$ cat src/rtl/buf_pipe_elastic.sv
// Elastic valid/ready buffer of DEPTH words with occupancy count and synchronous flush.
// Data words live in plain registers; only the pointers and LEVEL are reset.
module buf_pipe_elastic #(
  parameter int unsigned WIDTH = 8,
  parameter int unsigned DEPTH = 4,
  localparam int unsigned LW = $clog2(DEPTH + 1)
) (
`ifdef USE_POWER_PINS
  inout  wire              VDD,
  inout  wire              VSS,
`endif
  input  logic             CLK,
  input  logic             RN,
  input  logic [WIDTH-1:0] I,
  input  logic             I_VALID,
  output logic             I_READY,
  output logic [WIDTH-1:0] Z,
  output logic             Z_VALID,
  input  logic             Z_READY,
  input  logic             FLUSH,
  output logic [LW-1:0]    LEVEL
);

  localparam int unsigned PW = $clog2(DEPTH);

  logic [WIDTH-1:0] mem_q [DEPTH];
  logic [PW-1:0]    wr_ptr_q, wr_ptr_d;
  logic [PW-1:0]    rd_ptr_q, rd_ptr_d;
  logic [LW-1:0]    level_q, level_d;
  logic             push, pop;

  // Explicit compare-and-clear so non-power-of-2 depths wrap at DEPTH-1.
  function automatic logic [PW-1:0] ptr_inc(input logic [PW-1:0] p);
    return (p == PW'(DEPTH - 1)) ? '0 : p + 1'b1;
  endfunction

  // Ready depends only on RN and registered occupancy, never on Z_READY.
  assign I_READY = RN & (level_q != LW'(DEPTH));
  assign Z_VALID = (level_q != '0);
  assign Z       = Z_VALID ? mem_q[rd_ptr_q] : '0;
  assign LEVEL   = level_q;

  assign push = I_VALID & I_READY;
  assign pop  = Z_VALID & Z_READY;

  always_comb begin
    wr_ptr_d = wr_ptr_q;
    rd_ptr_d = rd_ptr_q;
    level_d  = level_q;
    if (FLUSH) begin
      wr_ptr_d = '0;
      rd_ptr_d = '0;
      level_d  = '0;
    end else begin
      if (push) wr_ptr_d = ptr_inc(wr_ptr_q);
      if (pop)  rd_ptr_d = ptr_inc(rd_ptr_q);
      unique case ({push, pop})
        2'b10:   level_d = level_q + 1'b1;
        2'b01:   level_d = level_q - 1'b1;
        default: level_d = level_q;
      endcase
    end
  end

  always_ff @(posedge CLK) begin
    if (!RN) begin
      wr_ptr_q <= '0;
      rd_ptr_q <= '0;
      level_q  <= '0;
    end else begin
      wr_ptr_q <= wr_ptr_d;
      rd_ptr_q <= rd_ptr_d;
      level_q  <= level_d;
    end
  end

  always_ff @(posedge CLK) begin
    if (push && !FLUSH) begin
      mem_q[wr_ptr_q] <= I;
    end
  end

`ifndef SYNTHESIS
  // A stalled producer must hold its word until it is accepted.
  producer_hold_a : assert property (@(posedge CLK) disable iff (!RN)
    (I_VALID && !I_READY && !FLUSH) |=> (I_VALID && $stable(I)));
`endif

endmodule
$ cat config.mk
export PLATFORM = sky130hd
export DESIGN_NAME = buf_pipe_elastic
export DESIGN_NICKNAME = d
export VERILOG_FILES = /design/src/rtl/buf_pipe_elastic.sv
export SDC_FILE = /design/constraint.sdc
export NUM_CORES = 1
export LEC_CHECK = 0
export CORE_MARGIN = 1.5
export CORE_UTILIZATION = 55
export CTS_CLUSTER_DIAMETER = 100
export DETAILED_ROUTE_END_ITERATION = 12
export GPL_TIMING_DRIVEN = 1
export MAX_ROUTING_LAYER = met4
export PLACE_DENSITY = 0.81
export SLEW_MARGIN = 20
export SYNTH_ARGS = -nofsm -noshare
export SYNTH_HDL_FRONTEND = slang
export SYNTH_SLANG_ARGS = --single-unit
$ cat constraint.sdc
create_clock -name CLK -period 3.6 [get_ports CLK]
set_input_delay 0.36 -clock CLK [delete_from_list [all_inputs] [get_ports CLK]]
set_output_delay 0.36 -clock CLK [all_outputs]
set_load 0.01 [all_outputs]
# Word level (Yosys, flattened, before mapping)
# Memory sizes are Yosys's and may differ from the RTL's. A register that Yosys moved wholly into a read port is not among the register bits.
# Cells that the tools add are included.
[op_classes]
bitwise = 4
n_reduce_logical = 5
muxes = 8
add_sub_neg = 4
eq_ne = 5
[op_table]
columns = ["cell", "n"]
rows = [
  ["two-way mux 2 bit", 4],
  ["two-way mux 8 bit", 1],
  ["== test 2 bit, second input constant", 3],
  ["one-hot mux 3 bit (2 select lines)", 1],
  ["adder 2 x 1 -> 2 bit, second input constant", 2],
  ["adder 3 x 1 -> 3 bit, second input constant", 1],
  ["bitwise AND 1 bit", 3],
  ["inequality test 3 bit, second input constant", 1],
  ["nonzero test 3 bit", 1],
  ["subtractor 3 x 1 -> 3 bit, second input constant", 1],
  ["== test 2 x 1 -> 1 bit, second input constant", 1],
  ["two-way mux 1 bit", 2],
  ["nonzero test 2 bit", 1],
  ["OR reduction 2 bit", 1],
  ["logical AND 1 bit", 1],
  ["logical NOT 1 bit", 1],
  ["inverter 1 bit", 1],
]
[totals]
elab_cells = 30
out_inout_bits = 13
regBits = 7
in_bits = 13
ramBits = 32
mem_count = 1
[memory_table]
columns = ["memory", "words", "word_bits", "rd", "rd_ports_with_merged_regs", "wr", "line", "text"]
rows = [
  ["mem_q", 4, 8, 1, 1, 1, "26", "logic [WIDTH-1:0] mem_q [DEPTH];"],
]

# Longest topological paths before layout
# Gate-level depths: netlist of run 1.
[depth]
ltp_word = 6
depth_mapped = 8
mapped_depth_nobuf = 8

# Worst setup path after synthesis of run 1
# Ideal clock, no wire load.
[synth_timing]
path_type = "register -> register"
startpoint = "reg level_q[2] (netlist: LEVEL[2])"
endpoint = "reg level_q[2] (netlist: LEVEL[2])"
path_buffers = 0
t_arrival_ps = 2137
setup_time_ps = 70
required_time_ps = 3530
period_less_slack_ps = 2208
stages_incl_launch_ff = 9
setup_slack_ps = 1392
path_cell_list = "dfxtp_1 -> or3b_2 -> nand3_1 -> ha_1 -> inv_1 -> fa_1 -> xor2_1 -> or3_1 -> a21oi_1"
[synth_via]
elab_chain_cells = 5
word_cells_on_any_way = 11
classes_between = "add/sub (2); eq/ne (3); mux (1); bitwise (3); reduce/logical (2)"
[synth_rtl]
columns = ["item", "line", "text"]
rows = [
  ["start: declaration", "29", "logic [LW-1:0] level_q, level_d;"],
  ["start signal: assignment", "73", "level_q <= level_d;"],
  ["inequality test 3 bit", "38", "assign I_READY = RN & (level_q != LW'(DEPTH));"],
  ["bitwise AND 1 bit", "38", ""],
  ["bitwise AND 1 bit", "43", "assign push = I_VALID & I_READY;"],
  ["== test 2 x 1 -> 1 bit or == test 2 bit (tied branches)", "57", "unique case ({push, pop})"],
  ["one-hot mux 3 bit (2 select lines) or nonzero test 2 bit (tied branches)", "-", ""],
]
# Several ways; a longest one is shown, not always the timed one.
# A chain may end at the register's enable or synchronous reset.

==> out/results.txt, run 1 <==
Status -> finished clean
Synth Flop Type -> edfxtp_1
Detailed-route wire length -> 2720 um
CTS Buffer Depth -> 2
Post-DP HPWL -> 1960 um
Final std cells w/o fill -> 169
CP max stage cell -> dfxtp_1
Hold Slack -> 521 ps
Worst Path Buf+Inv -> 1
Clock root buffer -> clkbuf_4
Total global routing overflow -> 0
Die extent in y -> 58.6 um
Critical path startpoint category -> register
Seq/Total Area, Yosys -> 0.672
Most common cell after layout, fill and taps aside -> edfxtp_1
Critical Path Sink Type -> output port
Post-Synthesis Cells -> 106
RSZ-0062 raised after global routing -> false
Core ar. -> 0.00285 mm^2
WP data required -> 3240 ps
Core Rows -> 19
I/O Buffers -> 25
FMAX -> 388 MHz
Hold-fix buffers, CTS -> 0
Syn_area_per_cell -> 16.0 um^2
Worst min-delay path startpoint -> rd_ptr_q[0]
H-Tree Depth -> 2
Netlist cell types -> 26
CTS tree -> done
I/O pin total -> 26
VDD IR max -> 237 uV
Placed cell count -> 161
Synth Register Bits -> 41
Worst EP arrival -> 2220 ps
Starting density of the core -> 0.596
Largest net degree at the start of global routing -> 14
Reg2reg end -> LEVEL[2]
FF-to-FF Start -> LEVEL[2]
Clk_skew -> 17.8 ps
CP max stage delay -> 680 ps
Num CTS Buffers -> 5
TNS Setup -> 0 ps
# setup viols final -> 0
Pre-CTS setup slack -> 1280 ps
Pins over their slew limit -> 0
Area growth from synthesis to layout -> 21.9%
Synth Cell Area -> 0.00170 mm^2
Number of routed nets with antenna violations -> 0
Syn Nets -> 126
Worst-Skew Late Latency -> 340 ps
Post-DR vias/cell -> 5.69
Vias after detailed routing -> 961
Post-CTS Setup Bufs -> 0
Initial antenna violation count -> 0
Post-synth EDFFs -> 32
Fraction of final layout cells with drive strength greater than 1 -> 0.130
Max Cap Viol -> 0
Nets -> 157
Worst-path cell chain -> mux4_2 > and2b_1 > clkdlybuf4s50_1
Most frequent cells in the layout -> edfxtp_1, clkdlybuf4s50_1, dfxtp_1
Worst-path fanout max -> 8
Final Hold Viols -> 0
Diode count -> 0
Worst-Margin Slew -> 533 ps
WS Path Type -> register to output port
Cell family with most CP delay -> flip-flops
Hold Path Class -> register to register
Initial drt markers -> 46
Yosys warns -> 0
Drc violations -> 0
Pwr/cell area -> 413 mW/mm^2
Final Core Density -> 0.726
CTS clock-pin slew for the worst setup and hold paths -> 120 ps
Leak pwr -> 0.712 nW
Vias in the first global route -> 901
Clock tree sinks -> 41
Tcrit/Tclk final -> 0.716
Die X-Extent -> 58.6 um
GPL Wtd Cong -> 0.678
Worst slew margin relative to its limit -> 0.644
Final min period -> 2580 ps
Total GRT Usage -> 0.189
Number of instances resized during post-cts repair -> 0
Die Area -> 0.00343 mm^2
Reg2reg setup slack -> 1240 ps
First-pass DRT Iterations -> 4
Setup ws final -> 1020 ps
Hold EP -> rd_ptr_q[0]
First-pass GRT wire length -> 4400 um
Routed len/inst -> 16.1 um
R2R depth -> 8
Worst Hold Depth -> 2
Async set-reset flop share out of synthesis -> 0
## synthesized netlist by cell type, types with 2 or more instances
cell | number | area, um^2
and2b_1 | 4 | 30.0
nor3_1 | 2 | 10.0
edfxtp_1 | 32 | 961
nand2_1 | 2 | 7.51
o21ai_0 | 3 | 15.0
ha_1 | 6 | 75.1
mux4_2 | 8 | 180
xor2_1 | 2 | 17.5
nor2_1 | 4 | 15.0
nor2b_1 | 4 | 25.0
and2_1 | 5 | 31.3
a21oi_1 | 5 | 25.0
inv_1 | 7 | 26.3
dfxtp_1 | 9 | 180
or3_1 | 2 | 12.5
## report_power, final
group	total [W]	internal (W)	switching [W]
Combinational	0.0000571	0.0000328	0.0000244
Clock	0.000280	0.000137	0.000143
Sequential	0.000518	0.000514	0.00000368
Total	0.000855	0.000684	0.000171
## through the flow
step	instance area, um^2	total power (W)
final	2070	0.000855
after global routing	2070	0.000886
after CTS	2070	0.000861
after detailed placement	1990	0.000586
after global placement	1990	0.000583
after floorplan	1700	0.000551
## tightest hold or removal path, stage by stage, from the launching register on
cell	delay, ps
dfxtp_1	340
nand2_1	60
a21oi_1	80
## layer usage
metal,global-route usage,part of all wire
met1,0.227,0.42
met2,0.302,0.51
met3,0.0484,0.053
met4,0.0877,0.017
met5,-,0
## sequential cells by signal, summed over array words and instances, names as in the netlist, named ones only
name and count:
rd_ptr_q 2, mem_q 32, wr_ptr_q 2, LEVEL 3
## how the worst max path moves through the flow
| stage | start | endpoint | slack [ps] | cells past startpoint |
|---|---|---|---|---|
| 4_1_cts | register | Z[4] | 970 | 3 |
| 3_3_place_gp | LEVEL[2] | LEVEL[2] | 1360 | 8 |
| 5_1_grt | register | Z[5] | 860 | 3 |
| 3_5_place_dp | LEVEL[2] | LEVEL[2] | 1280 | 8 |
| 2_1_floorplan | LEVEL[2] | LEVEL[2] | 1390 | 8 |
| 6_report | register | Z[4] | 1020 | 3 |
## cell families (layout without fill, tap and decap cells)
kind of cell    count (synthesis)  after routing  share of synthesized area
compound gates                  9              9                     0.0280
fa+ha+maj                       7              7                     0.0560
buf+inv                         9             41                     0.0206
xor+xnor                        2              2                     0.0103
flops                          41             41                      0.672
simple gates                   29             29                      0.102
mux                             9              9                      0.112
## cell type report
type / count / area, um^2
sequential: 41 / 1140
fill: 204 / 782
multi-input combinational: 56 / 523
timing repair buffer: 26 / 258
clock buffer: 7 / 76.3
tap: 31 / 38.8
inverter: 7 / 26.3
clock inverter: 1 / 7.51
(Power assumes the default switching activity.)
==> run 2, diff against run 1 <==
--- a/config.mk
+++ b/config.mk
@@ -6,12 +6,12 @@
 export NUM_CORES = 1
 export LEC_CHECK = 0
 export CORE_MARGIN = 1.5
-export CORE_UTILIZATION = 55
+export CORE_UTILIZATION = 47
 export CTS_CLUSTER_DIAMETER = 100
 export DETAILED_ROUTE_END_ITERATION = 12
 export GPL_TIMING_DRIVEN = 1
 export MAX_ROUTING_LAYER = met4
-export PLACE_DENSITY = 0.81
+export PLACE_DENSITY = 0.74
 export SLEW_MARGIN = 20
 export SYNTH_ARGS = -nofsm -noshare
 export SYNTH_HDL_FRONTEND = slang
==> constraint.sdc (replaced) <==
create_clock -name CLK -period 2.3 [get_ports CLK]
set_input_delay 0.23 -clock CLK [delete_from_list [all_inputs] [get_ports CLK]]
set_output_delay 0.23 -clock CLK [all_outputs]
set_load 0.01 [all_outputs]
==> run 2 against run 1 <==
  * Final cell count is 11% higher
  * Critical endpoint unchanged
  * Power is 58% higher
  * Combinational power is 70% higher
  * Non-clock buffer count is 4 higher
  * Sequential power is 56% higher
==> out/results.txt, run 2 (same netlist as run 1, synthesis figures left out) <==
Die X-Extent -> 63.1 um (+7.8%)
Die Area -> 0.00398 mm^2 (+16%)
Critical Path End -> Z[4]
Worst min-delay path startpoint -> rd_ptr_q[0]
R2R depth -> 8 (unchanged)
Initial antenna violation count -> 0 (unchanged)
Core Rows -> 21 (+2)
Largest Register -> mem_q
Clk_skew -> 13.7 ps (-4.14 ps)
Drc violations -> 0 (unchanged)
First-pass GRT wire length -> 4640 um (+5.3%)
Placed cell count -> 180 (+12%)
Critical Path Sink Type -> output port
Pwr/cell area -> 633 mW/mm^2 (+53%)
First-pass DRT Iterations -> 4 (unchanged)
CTS Buffer Depth -> 2 (unchanged)
Critical path startpoint category -> register
Tcrit/Tclk final -> 0.960
Starting density of the core -> 0.501 (-0.0943)
RSZ-0062 raised after global routing -> false
TNS Setup -> 0 ps (unchanged)
CP max stage cell -> mux4_2
Largest net degree at the start of global routing -> 14 (unchanged)
GPL Wtd Cong -> 0.756 (+11%)
Hold-fix buffers, CTS -> 0 (unchanged)
Seq pwr share -> 0.598 (-0.008)
WP data required -> 2070 ps (-1170 ps)
Core ar. -> 0.00339 mm^2 (+19%)
Total global routing overflow -> 0 (unchanged)
I/O Buffers -> 25 (unchanged)
Most common cell after layout, fill and taps aside -> edfxtp_1
Leak pwr -> 0.755 nW (+6.1%)
CP max stage delay -> 500 ps (-180 ps)
Reg2reg end -> LEVEL[2]
Max reg flops -> 32 (unchanged)
Fraction of final layout cells with drive strength greater than 1 -> 0.176 (+0.0456)
Fill cells -> 232 (+14%)
Total GRT Usage -> 0.163 (-0.0256)
Post-DP HPWL -> 2050 um (+4.8%)
Worst-path fanout max -> 8 (unchanged)
FF-to-FF Start -> LEVEL[1]
VDD IR max -> 394 uV (+66%)
Max Cap Viol -> 0 (unchanged)
Number of instances resized during post-cts repair -> 0 (unchanged)
Clock root buffer -> clkbuf_4
Worst EP arrival -> 1980 ps (-240 ps)
Num CTS Buffers -> 5 (unchanged)
Internal power -> 0.00109 W (+59%)
Nets -> 161 (+2.5%)
Initial drt markers -> 26 (-43%)
Worst-Margin Slew -> 478 ps (-55.7 ps)
Finished Cell Area -> 0.00213 mm^2 (+3.0%)
Final min period -> 2210 ps
H-Tree Depth -> 2 (unchanged)
Final Hold Viols -> 0 (unchanged)
Clock power frac -> 0.331 (+0.004)
Hold Slack -> 519 ps (-1.43 ps)
Diode count -> 0 (unchanged)
Reg2reg setup slack -> 170 ps (-1070 ps)
Vias after detailed routing -> 971 (+1.0%)
Switching power -> 0.000264 W (+55%)
Pins over their slew limit -> 0 (unchanged)
Status -> finished clean
Hold Path Class -> register to register
Vias in the first global route -> 1002 (+11%)
Routed len/inst -> 15.1 um (-6.2%)
Logic pwr share -> 0.072 (+0.005)
Post-CTS Setup Bufs -> 0 (unchanged)
Worst-path cell chain -> buf_6 > mux4_2 > and2b_1 > clkdlybuf4s50_1
WS Path Type -> register to output port
Detailed-route wire length -> 2840 um (+4.4%)
CTS clock-pin slew for the worst setup and hold paths -> 110 ps (about the same)
# setup viols final -> 0 (unchanged)
Switching share of power -> 0.196 (-0.00390)
Number of routed nets with antenna violations -> 0 (unchanged)
Cell Area, Placed -> 0.00204 mm^2 (+2.5%)
Die extent in y -> 63.1 um (+7.8%)
Post-DR vias/cell -> 5.16 (-9.2%)
Final Core Density -> 0.629 (-0.0965)
FMAX -> 453 MHz
I/O pin total -> 26 (unchanged)
CTS tree -> done
Worst-Skew Late Latency -> 350 ps (about the same)
Final std cells w/o fill -> 188 (+11%)
Worst slew margin relative to its limit -> 0.679 (+0.0349)
Most frequent cells in the layout -> edfxtp_1, clkdlybuf4s50_1, dfxtp_1, mux4_2, inv_1
Clock tree sinks -> 41 (unchanged)
Area growth from synthesis to layout -> 25.6%
-- run 2: area by class of cell --
cell class                 instances  area, um^2  share of cell area
clock buffer                       6        41.3              0.0194
inverter                           7        26.3              0.0123
timing repair buffer              30         294               0.138
sequential                        41        1140               0.535
multi-input combinational         56         537               0.252
clock inverter                     2        35.0              0.0164
tap                               46        57.6              0.0270
-- run 2: critical path, delay by kind of cell (launching register included) --
kind                   cells  cell delay [ps]
muxes                      1              500
buffers and inverters      2              630
DFF                        1              340
and+or+nand+nor            1              170
-- run 2: metal layers --
| metal | vias up | GRT usage | share of wire | wire (um) |
|---|---|---|---|---|
| li1 | 467 | - | - | - |
| met1 | 474 | 0.191 | 0.44 | 1260 |
| met2 | 22 | 0.266 | 0.50 | 1410 |
| met3 | 8 | 0.0357 | 0.041 | 116 |
| met4 | 0 | 0.0833 | 0.018 | 51 |
| met5 | - | - | 0 | 0 |
-- run 2: through the flow --
stage               total power (W)  setup WS [ps]
floorplan                  0.000863           92.3
global placement           0.000917            167
detailed placement         0.000920           96.6
CTS                         0.00136           27.0
global route                0.00140           13.7
finish                      0.00135           92.5
-- run 2: worst min-delay path by stage --
stage                        endpoint  slack (ps)  cells after the start
after global routing      mem_q[2][7]         510                      1
after global placement    rd_ptr_q[0]         480                      2
final                        register         520                      2
after floorplan           mem_q[0][0]         330                      0
after CTS                 mem_q[2][7]         510                      1
after detailed placement     register         490                      2
-- run 2: power groups by stage --
stage                     combinational (W)  sequential, W  clock, W
final                             0.0000969       0.000807  0.000447
after global routing               0.000105       0.000808  0.000485
after CTS                         0.0000967       0.000807  0.000454
after detailed placement          0.0000963       0.000824         0
after global placement            0.0000928       0.000824         0
after floorplan                   0.0000374       0.000826         0
==> run 3, diff against run 2 <==
--- a/config.mk
+++ b/config.mk
@@ -6,12 +6,12 @@
 export NUM_CORES = 1
 export LEC_CHECK = 0
 export CORE_MARGIN = 1.5
-export CORE_UTILIZATION = 47
+export CORE_UTILIZATION = 52
 export CTS_CLUSTER_DIAMETER = 100
 export DETAILED_ROUTE_END_ITERATION = 12
 export GPL_TIMING_DRIVEN = 1
 export MAX_ROUTING_LAYER = met4
-export PLACE_DENSITY = 0.74
+export PLACE_DENSITY = 0.77
 export SLEW_MARGIN = 20
 export SYNTH_ARGS = -nofsm -noshare
 export SYNTH_HDL_FRONTEND = slang
==> constraint.sdc (replaced) <==
create_clock -name CLK -period 2.35 [get_ports CLK]
set_input_delay 0.235 -clock CLK [delete_from_list [all_inputs] [get_ports CLK]]
set_output_delay 0.235 -clock CLK [all_outputs]
set_load 0.01 [all_outputs]
==> run 3 against run 2 <==
  * Clock power down 27%
  * First-iteration DRC count rose by 31%
  * Design area shrank 1.8%
  * Die area is 9.2% lower
  * Clock-buffer cell count stayed put
  * Non-clock buffer count increased by 1
  * Wire length is 3.0% higher
  * Highest routed layer unchanged
==> out/results.txt, run 3 (same netlist as run 1, synthesis figures left out) <==
Die Area -> 0.00362 mm^2 (-9.2%)
Worst-Margin Slew -> 488 ps (+10.4 ps)
Total global routing overflow -> 0 (unchanged)
Number of routed nets with antenna violations -> 0 (unchanged)
Tcrit/Tclk final -> 0.953
Hold Slack -> 514 ps (-4.81 ps)
CTS tree -> done
Status -> finished clean
CP max stage delay -> 470 ps (-30 ps)
Post-DR vias/cell -> 5.17 (about the same)
Core ar. -> 0.00308 mm^2 (-9.2%)
FMAX -> 446 MHz
I/O Buffers -> 25 (unchanged)
Num CTS Buffers -> 5 (unchanged)
I/O pin total -> 26 (unchanged)
Max reg flops -> 32 (unchanged)
Routed len/inst -> 15.6 um (+3.5%)
Starting density of the core -> 0.552 (+0.0507)
Total GRT Usage -> 0.194 (+0.0306)
Cell Area, Placed -> 0.00204 mm^2 (+0.25%)
Largest Register -> mem_q
Nets -> 162 (+0.62%)
Final min period -> 2240 ps
Final std cells w/o fill -> 187 (-0.53%)
Die extent in y -> 60.2 um (-4.7%)
Diode count -> 0 (unchanged)
Pwr/cell area -> 578 mW/mm^2 (-8.8%)
Drc violations -> 0 (unchanged)
Initial antenna violation count -> 0 (unchanged)
Fill cells -> 237 (+2.2%)
Clock tree sinks -> 41 (unchanged)
GPL Wtd Cong -> 0.782 (+3.5%)
CP max stage cell -> or3b_2
CTS Buffer Depth -> 2 (unchanged)
CTS clock-pin slew for the worst setup and hold paths -> 110 ps (about the same)
RSZ-0062 raised after global routing -> false
First-pass GRT wire length -> 4530 um (-2.2%)
Die X-Extent -> 60.2 um (-4.7%)
TNS Setup -> 0 ps (unchanged)
Post-CTS Setup Bufs -> 0 (unchanged)
Pins over their slew limit -> 0 (unchanged)
Placed cell count -> 179 (-0.56%)
VDD IR max -> 346 uV (-12%)
Final Hold Viols -> 0 (unchanged)
Worst Path Buf+Inv -> 1 (-1)
First-pass DRT Iterations -> 4 (unchanged)
Fraction of final layout cells with drive strength greater than 1 -> 0.161 (-0.0152)
Core Rows -> 20 (-4.8%)
Worst-path cell chain -> or3b_2 > nand3_1 > ha_2 > inv_1 > fa_1 > xor2_1 > or3_1 > a21oi_1
Most common cell after layout, fill and taps aside -> edfxtp_1
Worst-Skew Late Latency -> 340 ps (about the same)
Most frequent cells in the layout -> edfxtp_1, clkdlybuf4s50_1, dfxtp_1
Cell family with most CP delay -> simple AND/OR/NAND/NOR gates
Vias in the first global route -> 980 (-2.2%)
Hold Path Class -> register to register
Post-DP HPWL -> 2110 um (+3.1%)
Critical path startpoint category -> register
Finished Cell Area -> 0.00209 mm^2 (-1.8%)
WS Path Type -> register to register
Area growth from synthesis to layout -> 23.3%
H-Tree Depth -> 2 (unchanged)
Largest net degree at the start of global routing -> 13 (-1)
# setup viols final -> 0 (unchanged)
Worst EP arrival -> 2520 ps (+540 ps)
Worst-path fanout max -> 3 (-5)
Initial drt markers -> 34 (+31%)
WP data required -> 2630 ps (+560 ps)
Leak pwr -> 0.727 nW (-3.8%)
Clk_skew -> 10.3 ps (-3.39 ps)
Vias after detailed routing -> 966 (-0.51%)
Detailed-route wire length -> 2930 um (+3.0%)
Max Cap Viol -> 0 (unchanged)
Critical Path Sink Type -> register
Clock root buffer -> clkbuf_4
Worst slew margin relative to its limit -> 0.672 (-0.00696)
-- run 3: final cells by class --
cell class                 instances  area (um^2)  share of cell area
multi-input combinational         56          526               0.251
sequential                        41         1140               0.545
clock buffer                       6         41.3              0.0197
timing repair buffer              31          295               0.141
inverter                           7         26.3              0.0125
tap                               44         55.1              0.0263
clock inverter                     2         10.0             0.00478
-- run 3: tightest hold or removal path, stage by stage (launching register included) --
cell and delay, ps:
dfxtp_1 340, nand2_1 60, a21oi_1 70
-- run 3: what timing repair did --
item | in CTS | in global routing
setup endpoints to repair | 0 | 1
hold endpoints to repair | 0 | 0
gates resized for setup | 0 | 1
hold buffers | 0 | 0
-- run 3: through the flow --
stage	setup WS [ps]	power [W]	utilization
2_1_floorplan	142	0.000845	-
3_3_place_gp	211	0.000897	0.663
3_5_place_dp	159	0.000901	0.663
4_1_cts	103	0.00123	0.680
5_1_grt	7.67	0.00125	0.680
6_report	110	0.00121	0.680
-- run 3: final timing paths --
path                             startpoint           to  slack, ps  depth (start not counted)
worst max-delay path               LEVEL[2]     LEVEL[2]        110                          8
worst min-delay path            rd_ptr_q[0]  rd_ptr_q[0]        510                          2
worst max register to register     LEVEL[2]     LEVEL[2]        110                          8
worst min register to register  rd_ptr_q[0]  rd_ptr_q[0]        510                          2
-- run 3: where the power goes --
group / internal, W / switching (W)
sequential: 0.000787 / 0.00000267
clock: 0.000114 / 0.000212
combinational: 0.0000532 / 0.0000410
total: 0.000955 / 0.000256
-- run 3: layer usage --
metal | share of wire | vias to the layer above | global-route usage
met5 | 0 | - | -
met4 | 0.0099 | 0 | 0.114
met3 | 0.041 | 4 | 0.0476
met2 | 0.57 | 24 | 0.326
met1 | 0.37 | 474 | 0.205
li1 | - | 464 | -
